===== src/rtl/seq_shift_add_multiplier.sv =====
// Iterative shift-add multiplier: one multiplier bit per clock, WIDTH x WIDTH -> 2*WIDTH.
// Signed operands are multiplied as magnitudes and the sign is applied on the last step.
module seq_shift_add_multiplier #(
  parameter int WIDTH = 4
) (
  input  logic                 clk,
  input  logic                 rst,
  input  logic                 in_valid,
  output logic                 in_ready,
  input  logic [WIDTH-1:0]     a,
  input  logic [WIDTH-1:0]     b,
  input  logic                 is_signed,
  output logic                 out_valid,
  input  logic                 out_ready,
  output logic [2*WIDTH-1:0]   p,
  output logic [1:0]           dbg_state
);

  // Handshakes: a transfer happens on a rising edge where valid & ready are both high;
  // valid never depends combinationally on ready, and operands are sampled only then.

  localparam int CW = (WIDTH > 1) ? $clog2(WIDTH) : 1;
  localparam logic [CW-1:0] LAST = CW'(WIDTH - 1);

  typedef enum logic [1:0] {
    IDLE = 2'd0,
    RUN  = 2'd1,
    DONE = 2'd2
  } state_t;

  state_t state, state_next;

  logic [WIDTH-1:0]   mcand;
  logic [WIDTH-1:0]   mplier;
  logic [2*WIDTH-1:0] acc;
  logic [2*WIDTH-1:0] partial;
  logic [2*WIDTH-1:0] acc_sum;
  logic [CW-1:0]      count;
  logic               neg;
  logic [WIDTH-1:0]   a_mag;
  logic [WIDTH-1:0]   b_mag;
  logic               accept;
  logic               last_step;

  assign accept    = (state == IDLE) && in_valid;
  assign last_step = (state == RUN) && (count == LAST);

  // State register
  always_ff @(posedge clk) begin
    if (rst) state <= IDLE;
    else     state <= state_next;
  end

  // Next-state logic
  always_comb begin
    state_next = state;
    case (state)
      IDLE:    if (in_valid)  state_next = RUN;
      RUN:     if (last_step) state_next = DONE;
      DONE:    if (out_ready) state_next = IDLE;
      default: state_next = IDLE;
    endcase
  end

  // Output logic
  always_comb begin
    in_ready  = (state == IDLE);
    out_valid = (state == DONE);
    dbg_state = state;
  end

  // Magnitudes fit in WIDTH unsigned bits, including |-2^(WIDTH-1)|.
  always_comb begin
    a_mag   = (is_signed && a[WIDTH-1]) ? -a : a;
    b_mag   = (is_signed && b[WIDTH-1]) ? -b : b;
    partial = {{WIDTH{1'b0}}, mcand} << count;
    acc_sum = acc + (mplier[0] ? partial : '0);
  end

  always_ff @(posedge clk) begin
    if (rst) begin
      mcand  <= '0;
      mplier <= '0;
      acc    <= '0;
      count  <= '0;
      neg    <= 1'b0;
      p      <= '0;
    end else if (accept) begin
      mcand  <= a_mag;
      mplier <= b_mag;
      neg    <= is_signed & (a[WIDTH-1] ^ b[WIDTH-1]);
      acc    <= '0;
      count  <= '0;
    end else if (state == RUN) begin
      acc    <= acc_sum;
      mplier <= mplier >> 1;
      count  <= count + CW'(1);
      // Negating a zero sum yields zero, so no negative-zero case exists.
      if (last_step) p <= neg ? -acc_sum : acc_sum;
    end
  end

endmodule


===== config.mk =====
export PLATFORM = sky130hd
export DESIGN_NAME = seq_shift_add_multiplier
export DESIGN_NICKNAME = d
export VERILOG_FILES = /design/src/rtl/seq_shift_add_multiplier.sv
export SDC_FILE = /design/constraint.sdc
export NUM_CORES = 1
export LEC_CHECK = 0
export CORE_ASPECT_RATIO = 1.75
export CORE_MARGIN = 2
export CORE_UTILIZATION = 30
export DETAILED_ROUTE_END_ITERATION = 16
export PLACE_DENSITY = 0.48
export SYNTH_ARGS = -nofsm -noshare
export SYNTH_HDL_FRONTEND = slang
export SYNTH_SLANG_ARGS = --single-unit
export TNS_END_PERCENT = 20

===== constraint.sdc =====
create_clock -name clk -period 5.13 [get_ports clk]
set_input_delay 1.2825 -clock clk [delete_from_list [all_inputs] [get_ports clk]]
set_output_delay 1.2825 -clock clk [all_outputs]
set_load 0.01 [all_outputs]

==> results.cfg, run 1 <==
[finish]
post-route-util_pct = 38.24
drive_gt1_share_pct = 7.600
n_antenna_cell = 0
area_growth_pct = 22.66
finalNetCount = 274
stdcell_count = 328
design_area_um2 = 2248

[clock_tree]
cts_tree = done
cts_setup_buffers = 0
cts_buffers = 5
post_cts_resize_count = 0
hold_buffers = 0
clk_root_buffer_cell = clkbuf_8
cts.sinks = 29
htree_levels = 2
insertion_delay_ps = 290
cts_buffer_depth = 2
clk_pin_slew_ps = 70

[timing]
setup_tns_ps = 0
setup_violations = 0
min_period_over_period_pct = 61.67
slew_headroom_pct = 47.24
rsz0062_at_grt = false
finalHoldViolations = 0
worst_pin_slew_ps = 788.9
skew_ps = 11.03
min_period_ps = 3164
report.final.slew_viol_count = 0
holdWs_ps = 460.0
max_freq_mhz = 316.1

[critical_path]
rrSetupSlack_ps = 1970
worstReg2RegEnd = p[7]$_SDFFE_PP0P_
worstPathRequired_ps = 5340
endpoint = p[7]$_SDFFE_PP0P_
crit_start = count[0]$_SDFFE_PP0P_
critPathCaptureType = flip-flop
critPathMaxFanout = 11
start_kind = flip-flop
r2r-start = count[0]$_SDFFE_PP0P_
criticalPathCategory = reg -> reg
cp.arrival_ps = 3370
r2r_cells = 9

[placed_design]
dpl.cell_count = 320
dp_hpwl_um = 3506
place_congestion = 0.7539
port_buffers = 24
placed_area_um2 = 2132

[logic_synthesis]
synth_edf_count = 0
avgSynthCellArea_um2 = 8.004
synth_fp_nets = 254
synthTopCellsByCount = 40 x nand2_1, 29 x dfxtp_1, 23 x a21oi_1, 23 x nor2_1
synth.most_common_cell = nand2_1
syn_area_um2 = 1833
async_reset_ff_share_pct = 0
ys_types = 43
seq_area_frac_synth_pct = 31.67
syn_inst = 229
yosys_warnings = 0
synth_area_leader_cell = dfxtp_1
ys_seq_elements = 29
synth_top_area_share_pct = 31.67
yosys_most_used_dff = dfxtp_1
synth_area_leaders = dfxtp_1 32%, nand2_1 8.2%, ha_1 7.5%

[power]
clkPwrFrac_pct = 44.6
swShare_pct = 24.82
vdd_ir_drop_max_mv = 0.1158
powerDensity_nw_per_um2 = 249.3
power.internal_uw = 421.5
comb_power_share_pct = 12.3
switchingPower_uw = 139.1
p_leak_nw = 0.8478
power_frac_seq_pct = 43.1

[status]
status = finished, final reports clean

[floorplanning]
core_um2 = 5879
die_area_um2 = 6776
start_util_pct = 31.18
num_rows = 37
die_x_um = 63.09
die_height_um = 107.4
io_pins = 25

[route]
viasPerCell = 4.848
vias = 1590
drt-total-wl_um = 4460
drt_iter0_drc = 47
ant_nets = 0
drc = 0
wl_per_cell_um = 13.60
dr.pass1.iters = 5

[grt]
grt_max_degree = 21
antenna_found_initial = 0
grt_usage_pct = 14.84
grt_pass1_wl_um = 7596
grt_pass1_vias = 1613
grt-ovfl-total = 0

[hold_path]
min_path_type = reg -> reg

[job]
drv_cap = 0
==> worst min-delay path by stage <==
stage | to | startpoint | slack, ps | cells after the start
3_3_place_gp | p[2]$_SDFFE_PP0P_ | p[2]$_SDFFE_PP0P_ | 450 | 2
3_5_place_dp | acc[4]$_SDFFE_PP0P_ | acc[4]$_SDFFE_PP0P_ | 450 | 2
6_report | acc[5]$_SDFFE_PP0P_ | acc[5]$_SDFFE_PP0P_ | 460 | 2
2_1_floorplan | acc[0]$_SDFFE_PP0P_ | acc[0]$_SDFFE_PP0P_ | 440 | 2
5_1_grt | acc[6]$_SDFFE_PP0P_ | acc[6]$_SDFFE_PP0P_ | 480 | 2
4_1_cts | acc[4]$_SDFFE_PP0P_ | acc[4]$_SDFFE_PP0P_ | 460 | 2
==> worst max-delay path, stage by stage, from the launching register on <==
cell and delay (ps):
dfxtp_1 570, mux2_2 380, o211a_1 210, ha_1 370, a211o_1 370, and3_4 200, o311ai_2 470, o31ai_2 150
xnor2_1 160, a211oi_2 200
==> power by group through the flow <==
stage	combinational [mW]	clock [mW]	sequential [mW]
6_report	0.0688	0.250	0.242
5_1_grt	0.0783	0.268	0.243
4_1_cts	0.0697	0.258	0.242
3_5_place_dp	0.0695	0	0.247
3_3_place_gp	0.0695	0	0.246
2_1_floorplan	0.0471	0	0.242
==> layout make-up <==
type                    count  area (um2)
well taps                  78       97.59
clock buffers               7       86.33
fillers                   652        3631
inverters                   8       30.03
clock inverters             1       30.03
multi-input cells         180        1176
repair buffers             25       247.7
flip-flops and latches     29       580.6
==> cell usage in the layout, fill, tap and decap left out, types with 7 or more instances in the layout <==
cell type	n
nand2_1	40
dfxtp_1	29
clkdlybuf4s50_1	24
nor2_1	23
a21oi_1	23
ha_1	11
a211oi_1	9
inv_1	8
nand3_1	8
nand2b_1	7
xor2_1	7
==> kinds of logic (layout without fill, tap and decap cells) <==
kind of cell             count (synthesis)  in the layout  synth area share [%]
XOR/XNOR                                13             13                 6.212
AO/OA/AOI/OAI                           55             55                 22.59
AND/OR/NAND/NOR                         94             94                 23.34
flip-flops                              29             29                 31.67
buffers and inverters                   20             41                 4.164
adder cells (fa/ha/maj)                 12             12                 8.601
multiplexers                             6              6                 3.413
==> routing by layer <==
layer / wire length (um) / GRT usage [%]
met1: 1687 / 14.55
met2: 2472 / 26.90
met3: 93 / 3.138
met4: 208 / 10.95
met5: 0 / 0
==> flip-flops by register name, summed over array words and instances, names as in the netlist <==
signal	count
mcand	4
p	8
mplier	4
neg	1
acc	8
dbg_state	2
count	2
==> metrics by stage <==
stage,total power [mW],setup WS (ps)
detailed placement,0.3163,1986
CTS,0.5692,1968
global route,0.5896,1830
global placement,0.3160,1975
floorplan,0.2892,2208
finish,0.5606,1966
No activity file was read; power rests on OpenSTA's default activity.
==> run 2, diff against run 1 <==
Settings changed: PLACE_DENSITY 0.48 to 0.5.
Clock period 5.13 ns to 2.6 ns, I/O delays scaled along.
==> run 2 against run 1 <==
Effect of this change: flip-flop and latch count is the same; setup slack lost 1900 ps; critical path depth is the same; non-clock buffer count grew 18; register-to-register slack lost 1900 ps; sequential power grew 96%; wire length grew 5.7%; via count grew 6.3%; hold slack is essentially flat; power grew 100%; core utilization grew 4.0 points; global-route usage grew 0.42 points; largest cell class unchanged; largest power group unchanged.
==> results.cfg, run 2 (same netlist as run 1, synthesis figures left out) <==
[route]
drt_iter0_drc = 44
vias = 1690
drc = 0
wl_per_cell_um = 13.62
ant_nets = 0
drt-total-wl_um = 4713
viasPerCell = 4.884
dr.pass1.iters = 3

[floorplanning]
die_height_um = 107.4
num_rows = 37
die_x_um = 63.09
start_util_pct = 31.18
core_um2 = 5879
die_area_um2 = 6776
io_pins = 25

[timing]
finalHoldViolations = 0
min_period_over_period_pct = 98.27
report.final.slew_viol_count = 0
setup_violations = 0
max_freq_mhz = 391.4
worst_pin_slew_ps = 699.8
min_period_ps = 2555
slew_headroom_pct = 53.32
layout_setup_ws_ps = 44.89
skew_ps = 6.284
rsz0062_at_grt = true

[clock_tree]
clk_pin_slew_ps = 70
clk_root_buffer_cell = clkbuf_8
cts_buffers = 5
cts_tree = done
hold_buffers = 0
insertion_delay_ps = 290
cts_buffer_depth = 2
cts.sinks = 29
cts_setup_buffers = 0
htree_levels = 2

[grt]
antenna_found_initial = 0
grt-ovfl-total = 0
grt_usage_pct = 15.27
grt_pass1_wl_um = 8059
grt_pass1_vias = 1750
grt_max_degree = 20

[hold_path]
whs_endpoint = p[2]$_SDFFE_PP0P_
holdCritStartpoint = p[2]$_SDFFE_PP0P_
min_path_type = reg -> reg
worstHoldPathCells = 2

[placed_design]
dpl.cell_count = 338
dp_hpwl_um = 3771
pre_cts_slack_ps = -56.34
port_buffers = 24
place_congestion = 0.7830

[finish]
finalNetCount = 292
area_growth_pct = 35.63
drive_gt1_share_pct = 20.15
stdcell_count = 346
fillers = 618
layout_commonest_cell = nand2_1
n_antenna_cell = 0
reg_top3 = acc (8), p (8)
mostFrequentLayoutCells = 40 x nand2_1, 26 x dfxtp_1, 24 x clkdlybuf4s50_1, 22 x nor2_1, 20 x a21oi_1

[critical_path]
worstReg2RegEnd = p[7]$_SDFFE_PP0P_
criticalPathCategory = reg -> reg
r2r-start = count[1]$_SDFFE_PP0P_
crit_start = count[1]$_SDFFE_PP0P_
critPathCaptureType = flip-flop
rrSetupSlack_ps = 40
start_kind = flip-flop
r2r_cells = 9
worstPathRequired_ps = 2810
critPathMaxFanout = 6
cp.arrival_ps = 2770

[power]
p_leak_nw = 0.9339
vdd_ir_drop_max_mv = 0.2109
powerDensity_nw_per_um2 = 451.4

[status]
status = finished, final reports clean

[job]
drv_cap = 0
## run 2: worst max path at each step
stage	to	cells after the start
floorplan	p[7]$_SDFFE_PP0P_	10
global placement	p[7]$_SDFFE_PP0P_	9
detailed placement	p[7]$_SDFFE_PP0P_	9
CTS	p[6]$_SDFFE_PP0P_	9
global route	p[6]$_SDFFE_PP0P_	11
finish	p[7]$_SDFFE_PP0P_	9
## run 2: cell type report
cell class / instances / area [um2] / share of cell area [%]
well taps: 78 / 97.59 / 3.926
clock buffers: 7 / 86.33 / 3.473
clock inverters: 1 / 30.03 / 1.208
flip-flops and latches: 29 / 586.8 / 23.60
repair buffers: 43 / 382.9 / 15.40
inverters: 8 / 30.03 / 1.208
multi-input cells: 180 / 1272 / 51.18
## run 2: metrics by stage
| stage | setup TNS [ps] | cell area (um2) | hold WS (ps) | util (%) | power (mW) |
|---|---|---|---|---|---|
| global placement | -9.901 | 2318 | 446.7 | 39.43 | 0.6395 |
| finish | 0 | 2486 | 460.2 | 42.29 | 1.122 |
| global route | -42.75 | 2486 | 483.3 | 42.29 | 1.175 |
| detailed placement | -74.83 | 2318 | 452.9 | 39.43 | 0.6394 |
| floorplan | 0 | 1892 | 440.6 | - | 0.5747 |
| CTS | 0 | 2446 | 461.9 | 41.60 | 1.135 |
## run 2: where the power goes
group          internal [mW]  switching [mW]  leakage [nW]  total (mW)
clock network          0.312           0.177        0.0585       0.489
registers              0.459          0.0156         0.237       0.474
logic                 0.0758          0.0830         0.638       0.159
## run 2: metal layers
metal / track usage, % / vias up / part of all wire [%]
met3: 1.987 / 13 / 2.0
met5: 0 / - / 0
li1: - / 880 / -
met2: 31.16 / 24 / 57
met4: 8.730 / 0 / 4.0
met1: 13.80 / 773 / 37
## run 2: timing repair
item,CTS,global route
setup endpoints to repair,3,5
resized for setup,5,11
pin swaps,4,9
## run 2: worst max-delay path: stages, from the launching register on
cell      delay (ps)
dfxtp_2          360
mux2_2           350
o211a_1          240
ha_4             250
or2_2            310
and3_4           220
o311ai_4         250
o31ai_2          130
xnor2_1          150
a211oi_2         210
